===== config.mk =====
export PLATFORM = sky130hd
export DESIGN_NAME = data_path_gen
export DESIGN_NICKNAME = d
export VERILOG_FILES = /design/src/rtl/data_path_gen.sv
export SDC_FILE = /design/constraint.sdc
export NUM_CORES = 1
export LEC_CHECK = 0
export CAP_MARGIN = 10
export CORE_AREA = 2 2 93 95
export CTS_CLUSTER_SIZE = 40
export DETAILED_ROUTE_END_ITERATION = 8
export DIE_AREA = 0 0 95 97
export MAX_ROUTING_LAYER = met4
export PLACE_DENSITY = 0.8
export SYNTH_ARGS = -nofsm -noshare
export SYNTH_HDL_FRONTEND = slang
export SYNTH_SLANG_ARGS = --single-unit

===== constraint.sdc =====
create_clock -name Clk -period 6.3 [get_ports Clk]
set_input_delay 1.575 -clock Clk [delete_from_list [all_inputs] [get_ports Clk]]
set_output_delay 1.575 -clock Clk [all_outputs]
set_load 0.05 [all_outputs]

===== src/rtl/data_path_gen.sv =====
// Parametrised, fully clocked CPU data path: PC, MAR, IR, register file,
// 8-op ALU and registered NZVC condition codes.
module data_path_gen #(
  parameter  int WIDTH  = 8,
  parameter  int NREGS  = 4,
  localparam int RSEL_W = $clog2(NREGS)
) (
  input  logic              Clk,
  input  logic              Reset,
  input  logic [WIDTH-1:0]  from_memory,
  input  logic [2:0]        ALU_Sel,
  input  logic [1:0]        Bus1_Sel,
  input  logic [RSEL_W-1:0] Bus1_Reg,
  input  logic [1:0]        Bus2_Sel,
  input  logic [RSEL_W-1:0] ALU_B_Reg,
  input  logic [RSEL_W-1:0] Reg_Dst,
  input  logic              IR_Load,
  input  logic              MAR_Load,
  input  logic              PC_Load,
  input  logic              Reg_Load,
  input  logic              CCR_Load,
  input  logic              PC_Inc,
  output logic [WIDTH-1:0]  address,
  output logic [WIDTH-1:0]  to_memory,
  output logic [WIDTH-1:0]  IR_out,
  output logic [3:0]        CCR_Result
);

  localparam int MSB = WIDTH - 1;

  logic [WIDTH-1:0] pc_q, pc_d;
  logic [WIDTH-1:0] mar_q, mar_d;
  logic [WIDTH-1:0] ir_q, ir_d;
  logic [3:0]       ccr_q, ccr_d;
  logic [WIDTH-1:0] rf_q [NREGS];
  logic [WIDTH-1:0] rf_d [NREGS];

  logic [WIDTH-1:0] bus1;
  logic [WIDTH-1:0] bus2;
  logic [WIDTH-1:0] alu_b;
  logic [WIDTH-1:0] alu_res;
  logic [WIDTH:0]   sum_x;
  logic [WIDTH:0]   dif_x;
  logic             flag_c;
  logic             flag_v;

  always_comb begin
    case (Bus1_Sel)
      2'b00:   bus1 = pc_q;
      2'b01:   bus1 = rf_q[Bus1_Reg];
      2'b10:   bus1 = ir_q;
      default: bus1 = '0;
    endcase
  end

  assign alu_b = rf_q[ALU_B_Reg];
  assign sum_x = {1'b0, bus1} + {1'b0, alu_b};
  assign dif_x = {1'b0, bus1} - {1'b0, alu_b};

  // dif_x[WIDTH] is the unsigned borrow (A < B)
  always_comb begin
    alu_res = '0;
    flag_c  = 1'b0;
    flag_v  = 1'b0;
    case (ALU_Sel)
      3'b000: begin
        alu_res = sum_x[MSB:0];
        flag_c  = sum_x[WIDTH];
        flag_v  = (bus1[MSB] == alu_b[MSB]) &&
                  (alu_res[MSB] != bus1[MSB]);
      end
      3'b001: begin
        alu_res = dif_x[MSB:0];
        flag_c  = dif_x[WIDTH];
        flag_v  = (bus1[MSB] != alu_b[MSB]) &&
                  (alu_res[MSB] != bus1[MSB]);
      end
      3'b010: alu_res = bus1 & alu_b;
      3'b011: alu_res = bus1 | alu_b;
      3'b100: alu_res = bus1 ^ alu_b;
      3'b101: begin
        alu_res = {bus1[MSB-1:0], 1'b0};
        flag_c  = bus1[MSB];
      end
      3'b110: begin
        alu_res = {1'b0, bus1[MSB:1]};
        flag_c  = bus1[0];
      end
      default: alu_res = ~bus1;
    endcase
  end

  always_comb begin
    case (Bus2_Sel)
      2'b00:   bus2 = alu_res;
      2'b01:   bus2 = bus1;
      2'b10:   bus2 = from_memory;
      default: bus2 = '0;
    endcase
  end

  always_comb begin
    pc_d  = pc_q;
    mar_d = mar_q;
    ir_d  = ir_q;
    ccr_d = ccr_q;
    rf_d  = rf_q;
    if (PC_Load)     pc_d = bus2;
    else if (PC_Inc) pc_d = pc_q + 1'b1;
    if (MAR_Load)    mar_d = bus2;
    if (IR_Load)     ir_d  = bus2;
    if (Reg_Load)    rf_d[Reg_Dst] = bus2;
    if (CCR_Load)    ccr_d = {alu_res[MSB], ~|alu_res, flag_v, flag_c};
  end

  always_ff @(posedge Clk) begin
    if (Reset) begin
      pc_q  <= '0;
      mar_q <= '0;
      ir_q  <= '0;
      ccr_q <= '0;
      for (int i = 0; i < NREGS; i++) rf_q[i] <= '0;
    end else begin
      pc_q  <= pc_d;
      mar_q <= mar_d;
      ir_q  <= ir_d;
      ccr_q <= ccr_d;
      rf_q  <= rf_d;
    end
  end

  assign address    = mar_q;
  assign to_memory  = bus1;
  assign IR_out     = ir_q;
  assign CCR_Result = ccr_q;

endmodule


==> results of run 1 <==
[power by group through the flow]
stage	clock (mW)	sequential, mW	combinational, mW
finish	0.437	0.423	0.393
CTS	0.443	0.422	0.386
global placement	0	0.429	0.379
detailed placement	0	0.431	0.383
global route	0.458	0.425	0.421
floorplan	0	0.457	0.229
[cells in the mapped netlist, drive strengths merged (4+ instances only)]
library cell and number:
nor2b 9, nand2b 7, ha 26, mux4 12
xnor2 8, a221oi 5, nor3 10, a22o 7
nand4 4, o21ai 22, buf 18, a21oi 20
a22oi 5, nand2 29, xor2 4, a311oi 5
nand3 5, a211oi 63, inv 30, mux2i 15
dfxtp 60, nor2 87, nor3b 8, clkbuf 29
[critical path: stages]
cell and delay, ps:
clkdlybuf4s50_1 590, buf_4 210, mux2i_1 120, o2bb2ai_1 220, o31a_1 410, inv_1 90, ha_1 470, and3b_1 220
o311ai_0 400, o2111ai_1 170, or4_1 600, a2111oi_0 340, a311oi_1 120, or4b_1 590, o32ai_2 110
[layout make-up]
class / count / area, sq um / share of cell area, %
Multi-Input combinational cell: 422 / 3050 / 55.80
Sequential cell: 60 / 1201 / 21.97
Timing Repair Buffer: 77 / 720.7 / 13.18
Clock buffer: 12 / 155.1 / 2.838
Tap cell: 105 / 131.4 / 2.403
Inverter: 30 / 112.6 / 2.060
Clock inverter: 4 / 95.09 / 1.740
[cell families after synthesis]
| family | count (synthesis) | synth area share, % |
|---|---|---|
| and+or+nand+nor | 187 | 20.18 |
| AOI/OAI and AO/OA | 167 | 26.67 |
| xor gates and xnor gates | 12 | 2.310 |
| DFF | 60 | 26.40 |
| adders and majority gates | 28 | 8.029 |
| muxes | 28 | 9.733 |
| buffers and inverters | 77 | 6.681 |
[flip-flops by register name, indices dropped and copies added, names as in the netlist]
register / count
address: 8
rf_q: 32
CCR_Result: 4
pc_q: 8
IR_out: 8
[stage by stage]
stage,worst slack (ps),power (mW),cells,hold WS [ps]
3_5_place_dp,52.75,0.8138,694,478.2
4_1_cts,403.7,1.252,710,487.0
5_1_grt,35.00,1.304,710,506.9
2_1_floorplan,15.14,0.6852,559,483.1
6_report,291.5,1.253,710,480.7
3_3_place_gp,81.13,0.8082,694,474.4
[how the worst max path moves through the flow]
stage,endpoint,slack [ps],cells past startpoint
floorplan,IR_out[5],20,15
global placement,CCR_Result[2],80,15
detailed placement,CCR_Result[2],50,15
CTS,CCR_Result[2],400,15
global route,CCR_Result[2],40,15
finish,CCR_Result[2],290,15
[per-layer routing]
layer,vias up,wire (um),share of wire (%)
met4,0,656,4.5
li1,2152,-,-
met3,56,1091,7.5
met1,2234,5817,40
met2,249,6957,48
met5,-,0,0
==> flow_summary.toml, run 1 <==
[global_routing]
grt_use_total_pct = 33.29
grt_pass1_vias = 4524
grt_use_met1_pct = 40.68
use_met2_pct = 52.32
grt_antenna_before_repair = 0
top_usage_layer = "met2"
grt-ovfl-total = 0
use_met3_pct = 6.075
grt_first_pass_wirelength_um = 23280
grt_max_degree = 62

[critical_path]
reg2reg_to = "CCR_Result[2]"
path_class = "in2reg"
worstPathArrival_ps = 6250
crit_required_ps = 6540
timing.rr.start = "rf_q[14]"
ff2ff_setup_slack_ps = 1970
startpoint = "Bus1_Reg[1]"
crit_fanout = 10
crit_path_end_kind = "flip-flop"
start_kind = "input port"
worst-r2r-cell-count = 13

[final_layout]
post-route-util_pct = 67.21
mostFrequentLayoutCells = "nor2_1 (87), a211oi_1 (63), dfxtp_1 (60), clkdlybuf4s50_1 (53), inv_1 (30)"
area_delta_synth_final_pct = 20.13
design_area_sq_um = 5466
antenna_cells = 0
final_common_cell = "nor2_1"
drive_above_1_share_pct = 9.091
fin_nets = 657
fill_cells = 662

[place]
gp_congestion = 0.9770
port_buffers = 56
dpl_cell_area_sq_um = 5216
post-dp-hpwl_um = 10620

[timing]
max_clock_freq_mhz = 166.4
setup_viol = 0
post-route-min-period_ps = 6008
fin_crit_sh_pct = 95.37
final-hold-violation-count = 0
rsz0062_at_grt = "false"
finClkSkew_ps = 7.542
drv_slew = 0
slew_headroom_pct = 22.43
max_slew.worst_pin.slew_ps = 1164
setup-tns-final_ps = 0

[floorplanning]
dieArea_sq_um = 9215
core-area_sq_um = 8134
die_w_um = 95
rows = 33
start_util_pct = 55.95
die_h_um = 97
io_pins = 57

[synthesis]
yosys_warnings = 0
synth_top_cell_by_area = "dfxtp_1"
synth_nets = 616
async_reset_ff_share_pct = 0
ys.flop_type = "dfxtp_1"
synthTopCellsByArea = "dfxtp_1 (26%), a211oi_1 (10%), nor2_1 (7.2%)"
syn_inst = 559
yosysUniqueCellTypes = 67
synth_edf_count = 0
yosysTopAreaCellShare_pct = 26.40
synth.cell_area_sq_um = 4551
yosysSeqAreaShare_pct = 26.40
ys_ff_latch = 60
postSynthAreaPerCell_sq_um = 8.141

[hold_path]
hold_end = "address[2]"
min_path_type = "reg2reg"
worst_hold_path.num_cells = 2
hold_start = "address[2]"

[power]
clkPwrFrac_pct = 34.9
internal_power_mw = 0.8416
pwr-share-comb_pct = 31.3
vdd_drop_max_v = 0.0001707
swShare_pct = 32.83
cellLeakagePower_nw = 2.059
seqPwrFrac_pct = 33.8
power.switching_mw = 0.4113
power_density_nw_per_um2 = 229.2

[cts]
post_cts_buffers = 0
clk_latency_ps = 340
root_buffer = "clkbuf_8"
cts_tree = "yes"
cts_made_buffers = 9
clock-sinks = 60
htreeDepth = 3
cts.clk_slew.worst_paths_ps = 70
cts_resized = 0
cts_max_path_buffers = 2
cts_hold_buf = 0

[routing]
drc = 0
first_pass_iters = 5
wl_per_cell_um = 20.45
vias_per_cell = 6.607
vias = 4691
dr.first_iter.drc_count = 294
drt-total-wl_um = 14520
drtAntennaViolNets = 0

[run_status]
outcome = "finished, final reports clean"

[job]
cap_violations = 0
Power figures use the tool's default switching activity.
==> run 2: changes to the inputs <==
--- a/config.mk
+++ b/config.mk
@@ -12,6 +12,7 @@
 export DIE_AREA = 0 0 95 97
 export MAX_ROUTING_LAYER = met4
 export PLACE_DENSITY = 0.8
+export SETUP_SLACK_MARGIN = 0.5
 export SYNTH_ARGS = -nofsm -noshare
 export SYNTH_HDL_FRONTEND = slang
 export SYNTH_SLANG_ARGS = --single-unit
==> run 2 against run 1 <==
Sequential power hardly changed; worst hold slack improved by 6.0 ps; sequential cell count did not move; clock skew increased by 5.9 ps; clock-buffer cell count decreased by 2; core utilization shrank 0.092 points; sequential share of layout area barely moved; maximum frequency up 5.1%; final cell count increased by 0.56%; critical path type is now in2out; critical endpoint is now to_memory[3]; highest routed layer unchanged.
==> flow_summary.toml, run 2 (synthesized netlist as in run 1, its figures left out) <==
[run_status]
outcome = "finished, final reports clean"

[timing]
max_clock_freq_mhz = 175.0
final-hold-violation-count = 0
fin_crit_sh_pct = 90.71
post-route-min-period_ps = 5714
max_slew.worst_pin.slew_ps = 1108
slew_headroom_pct = 25.84
setup-tns-final_ps = 0
finClkSkew_ps = 13.40
rsz0062_at_grt = "true"
setup_viol = 0
drv_slew = 0

[routing]
drt-total-wl_um = 14370
drtAntennaViolNets = 0
dr.first_iter.drc_count = 267
vias = 4595
first_pass_iters = 5
drc = 0
vias_per_cell = 6.436
wl_per_cell_um = 20.13

[cts]
cts_max_path_buffers = 2
cts.clk_slew.worst_paths_ps = 80
cts_tree = "yes"
clock-sinks = 60
cts_made_buffers = 9
htreeDepth = 3
clk_latency_ps = 350
root_buffer = "clkbuf_8"

[power]
vdd_drop_max_v = 0.0001922
cellLeakagePower_nw = 2.071
power_density_nw_per_um2 = 215.4

[final_layout]
largest-register = "rf_q"
area_delta_synth_final_pct = 19.96
antenna_cells = 0
final_common_cell = "nor2_1"
largest_reg_flops = 32
fin_nets = 661
fill_cells = 706
mostFrequentLayoutCells = "nor2_1 (87), a211oi_1 (62), dfxtp_1 (60), clkdlybuf4s50_1 (51), inv_1 (30)"
post-route-util_pct = 67.11
drive_above_1_share_pct = 10.34

[global_routing]
grt_antenna_before_repair = 0
grt_first_pass_wirelength_um = 22910
grt-ovfl-total = 0
grt_pass1_vias = 4433
grt_use_total_pct = 32.77
grt_max_degree = 62

[place]
post-dp-hpwl_um = 10670
gp_congestion = 1.011
port_buffers = 56

[critical_path]
crit_fanout = 6
crit_path_end_kind = "output pin"
cp_common_cell = "clkdlybuf4s50_1"
crit_slowest_cell = "clkdlybuf4s50_1"
crit_chain = "clkdlybuf4s50_1, mux4_1, mux2i_1, o21ai_1, clkdlybuf4s50_1"
crit_required_ps = 4720
worstPathBufferInverterCount = 2
path_class = "in2out"
max_stage_delay_ps = 910
start_kind = "input port"
worstPathArrival_ps = 4140
critPathTopFamily = "buffers and inverters"

[floorplanning]
dieArea_sq_um = 9215
io_pins = 57
die_w_um = 95
rows = 33
start_util_pct = 55.95
die_h_um = 97
core-area_sq_um = 8134

[job]
cap_violations = 0

[hold_path]
min_path_type = "reg2reg"
-- run 2: changes by cell type in the layout (fill, tap and decap cells not counted), sizes merged, moves of 2 or more --
cell           delta
buf               +4
bufinv            -2
clkbuf            -2
clkdlybuf4s50     -2
clkinvlp          +2
dlymetal6s2s      +2
-- run 2: report_power, final --
group	internal, mW	switching [mW]
Sequential	0.403	0.0196
Combinational	0.152	0.236
Clock	0.196	0.169
-- run 2: cell type report --
class / instances / area, sq um / area share (%)
multi-input cells: 422 / 3062 / 56.09
flip-flops and latches: 60 / 1201 / 22.00
repair buffers: 81 / 743.2 / 13.61
clock buffers: 10 / 137.6 / 2.521
well taps: 105 / 131.4 / 2.407
inverters: 30 / 112.6 / 2.063
clock inverters: 6 / 71.32 / 1.306
-- run 2: metal layers --
layer  track usage (%)  share of wire, %  vias to the layer above
met4             13.38               4.0                        0
li1                  -                 -                     2162
met1             40.88                41                     2197
met3             4.984               6.9                       44
met5                 -                 0                        -
met2             52.70                48                      192
-- run 2: tightest hold or removal path, delay by kind of cell, from the launching register on --
kind | cells | cell delay [ps]
compound gates | 1 | 50
simple gates | 1 | 80
flops | 1 | 310
-- run 2: timing repair --
item | 4_1_cts | 5_1_grt
pin swaps | 0 | 1
endpoints found under the setup margin | 1 | 27
hold buffers | 0 | 0
resized for setup | 1 | 4
buffers inserted | 0 | 2
-- run 2: path summary, 6_finish.rpt --
path,to,slack [ps],depth (start not counted),from
setup / recovery,to_memory[3],590,5,Bus1_Reg[0]
hold / removal,address[4],490,2,address[4]
setup reg to reg,rf_q[31],2220,13,rf_q[19]
hold reg to reg,address[4],490,2,address[4]
-- run 2: through the flow --
step	area (sq um)	setup slack [ps]	hold slack (ps)	std cells	power, mW
finish	5459	585.5	486.7	714	1.176
global route	5459	416.3	513.3	714	1.227
CTS	5430	513.7	486.4	712	1.172
detailed placement	5219	166.6	475.8	696	0.8075
global placement	5219	300.2	474.2	696	0.8010
floorplan	4551	655.6	483.1	559	0.6853
==> run 3: changes to the inputs <==
--- a/config.mk
+++ b/config.mk
@@ -6,12 +6,12 @@
 export NUM_CORES = 1
 export LEC_CHECK = 0
 export CAP_MARGIN = 10
-export CORE_AREA = 2 2 93 95
+export CORE_AREA = 3 3 100 102
 export CTS_CLUSTER_SIZE = 40
 export DETAILED_ROUTE_END_ITERATION = 8
-export DIE_AREA = 0 0 95 97
+export DIE_AREA = 0 0 103 105
 export MAX_ROUTING_LAYER = met4
-export PLACE_DENSITY = 0.8
+export PLACE_DENSITY = 0.72
 export SETUP_SLACK_MARGIN = 0.5
 export SYNTH_ARGS = -nofsm -noshare
 export SYNTH_HDL_FRONTEND = slang
==> run 3 against run 2 <==
Final cell count grew 0.84%; worst hold slack lost 2.9 ps; clock power is essentially flat; worst setup slack gained 60 ps; design area is essentially flat; combinational power grew 1%; maximum frequency grew 1.1%; via count shrank 0.98%; non-clock buffer count is the same; core utilization shrank 7.7 points; sequential power is essentially flat; critical path type unchanged.
==> flow_summary.toml, run 3 (synthesized netlist as in run 1, its figures left out) <==
[run_status]
outcome = "finished, final reports clean"

[cts]
cts_hold_buf = 0
cts.clk_slew.worst_paths_ps = 80
cts_tree = "yes"
post_cts_buffers = 0
cts_resized = 0
htreeDepth = 3
cts_made_buffers = 9
root_buffer = "clkbuf_8"
clock-sinks = 60
clk_latency_ps = 340
cts_max_path_buffers = 2

[place]
post-place-ws_ps = 231.5
gp_congestion = 1.039
port_buffers = 56
numPlacedInstances = 704
post-dp-hpwl_um = 10760

[power]
internal_power_mw = 0.7549
pwr-share-comb_pct = 33.3
p_total_mw = 1.179
vdd_drop_max_v = 0.0001377
power.switching_mw = 0.4245
swShare_pct = 35.99
seqPwrFrac_pct = 35.8
power_density_nw_per_um2 = 215.9
clkPwrFrac_pct = 30.9
cellLeakagePower_nw = 2.086

[final_layout]
antenna_cells = 0
post-route-util_pct = 59.41
mostFrequentLayoutCells = "nor2_1 (87), a211oi_1 (63), dfxtp_1 (60), clkdlybuf4s50_1 (50), inv_1 (30)"
final_common_cell = "nor2_1"
final_cells = 720
largest_reg_flops = 32
drive_above_1_share_pct = 10.34
fin_nets = 661
fill_cells = 845
area_delta_synth_final_pct = 20.07
largest-register = "rf_q"

[routing]
route.met2.wl_um = 7075
vias = 4550
first_pass_iters = 5
vias_per_cell = 6.319
wl_per_cell_um = 19.92
m1WireLength_um = 5952
drc = 0
dr.first_iter.drc_count = 261
drtAntennaViolNets = 0
dr_wl_met3_um = 909
highest_layer = "met4"
drt-total-wl_um = 14340

[timing]
post-route-min-period_ps = 5655
slew_headroom_pct = 28.87
rsz0062_at_grt = "false"
max_clock_freq_mhz = 176.8
drv_slew = 0
finClkSkew_ps = 14.90
fin_crit_sh_pct = 89.76
setup-tns-final_ps = 0
setup_viol = 0
max_slew.worst_pin.slew_ps = 1063
final-hold-violation-count = 0
setup_slack_ps = 645.1

[critical_path]
start_kind = "input port"
worstPathArrival_ps = 4080
crit_required_ps = 4720
crit_path_end_kind = "output pin"
crit_fanout = 6
path_class = "in2out"

[floorplanning]
die_w_um = 103
io_pins = 57
start_util_pct = 49.48
core-area_sq_um = 9196
die_h_um = 105
rows = 35
dieArea_sq_um = 10820

[global_routing]
grt_max_degree = 50
grt_first_pass_wirelength_um = 22740
grt-ovfl-total = 0
grt_antenna_before_repair = 0
grt_use_total_pct = 27.52
grt_pass1_vias = 4317

[job]
cap_violations = 0

[hold_path]
min_path_type = "reg2reg"
## run 3: metrics by stage
step           instance area [sq um]  hold slack [ps]
6_report                        5464            483.8
5_1_grt                         5464            499.3
2_1_floorplan                   4551            483.1
3_5_place_dp                    5241            476.3
4_1_cts                         5449            486.8
3_3_place_gp                    5241            472.6
## run 3: area by class of cell
cell class | count | area, sq um | area share (%)
Tap cell | 111 | 138.9 | 2.542
Timing Repair Buffer | 81 | 745.7 | 13.65
Inverter | 30 | 112.6 | 2.061
Sequential cell | 60 | 1201 | 21.98
Multi-Input combinational cell | 422 | 3058 | 55.97
Clock buffer | 10 | 137.6 | 2.519
Clock inverter | 6 | 70.07 | 1.282
## run 3: final timing paths
path	from	slack, ps	depth (start not counted)	endpoint
min	address[3]	480	2	address[3]
max	Bus1_Reg[0]	650	5	to_memory[3]
min reg2reg	address[3]	480	2	address[3]
max reg2reg	rf_q[2]	2340	13	CCR_Result[2]
## run 3: power groups by stage
stage          Clock [mW]  Sequential (mW)  Combinational (mW)
6_report            0.364            0.422               0.393
5_1_grt             0.385            0.425               0.421
4_1_cts             0.370            0.422               0.387
3_5_place_dp            0            0.431               0.385
3_3_place_gp            0            0.430               0.378
2_1_floorplan           0            0.457               0.229
## run 3: layer usage
layer | vias up | GRT usage [%]
li1 | 2162 | -
met1 | 2170 | 35.21
met2 | 184 | 43.58
met3 | 34 | 4.873
met4 | 0 | 9.251
met5 | - | -
## run 3: critical path: stages
cell	delay, ps
clkdlybuf4s50_1	660
mux4_1	620
mux2i_1	210
o21ai_1	230
clkdlybuf4s50_1	780
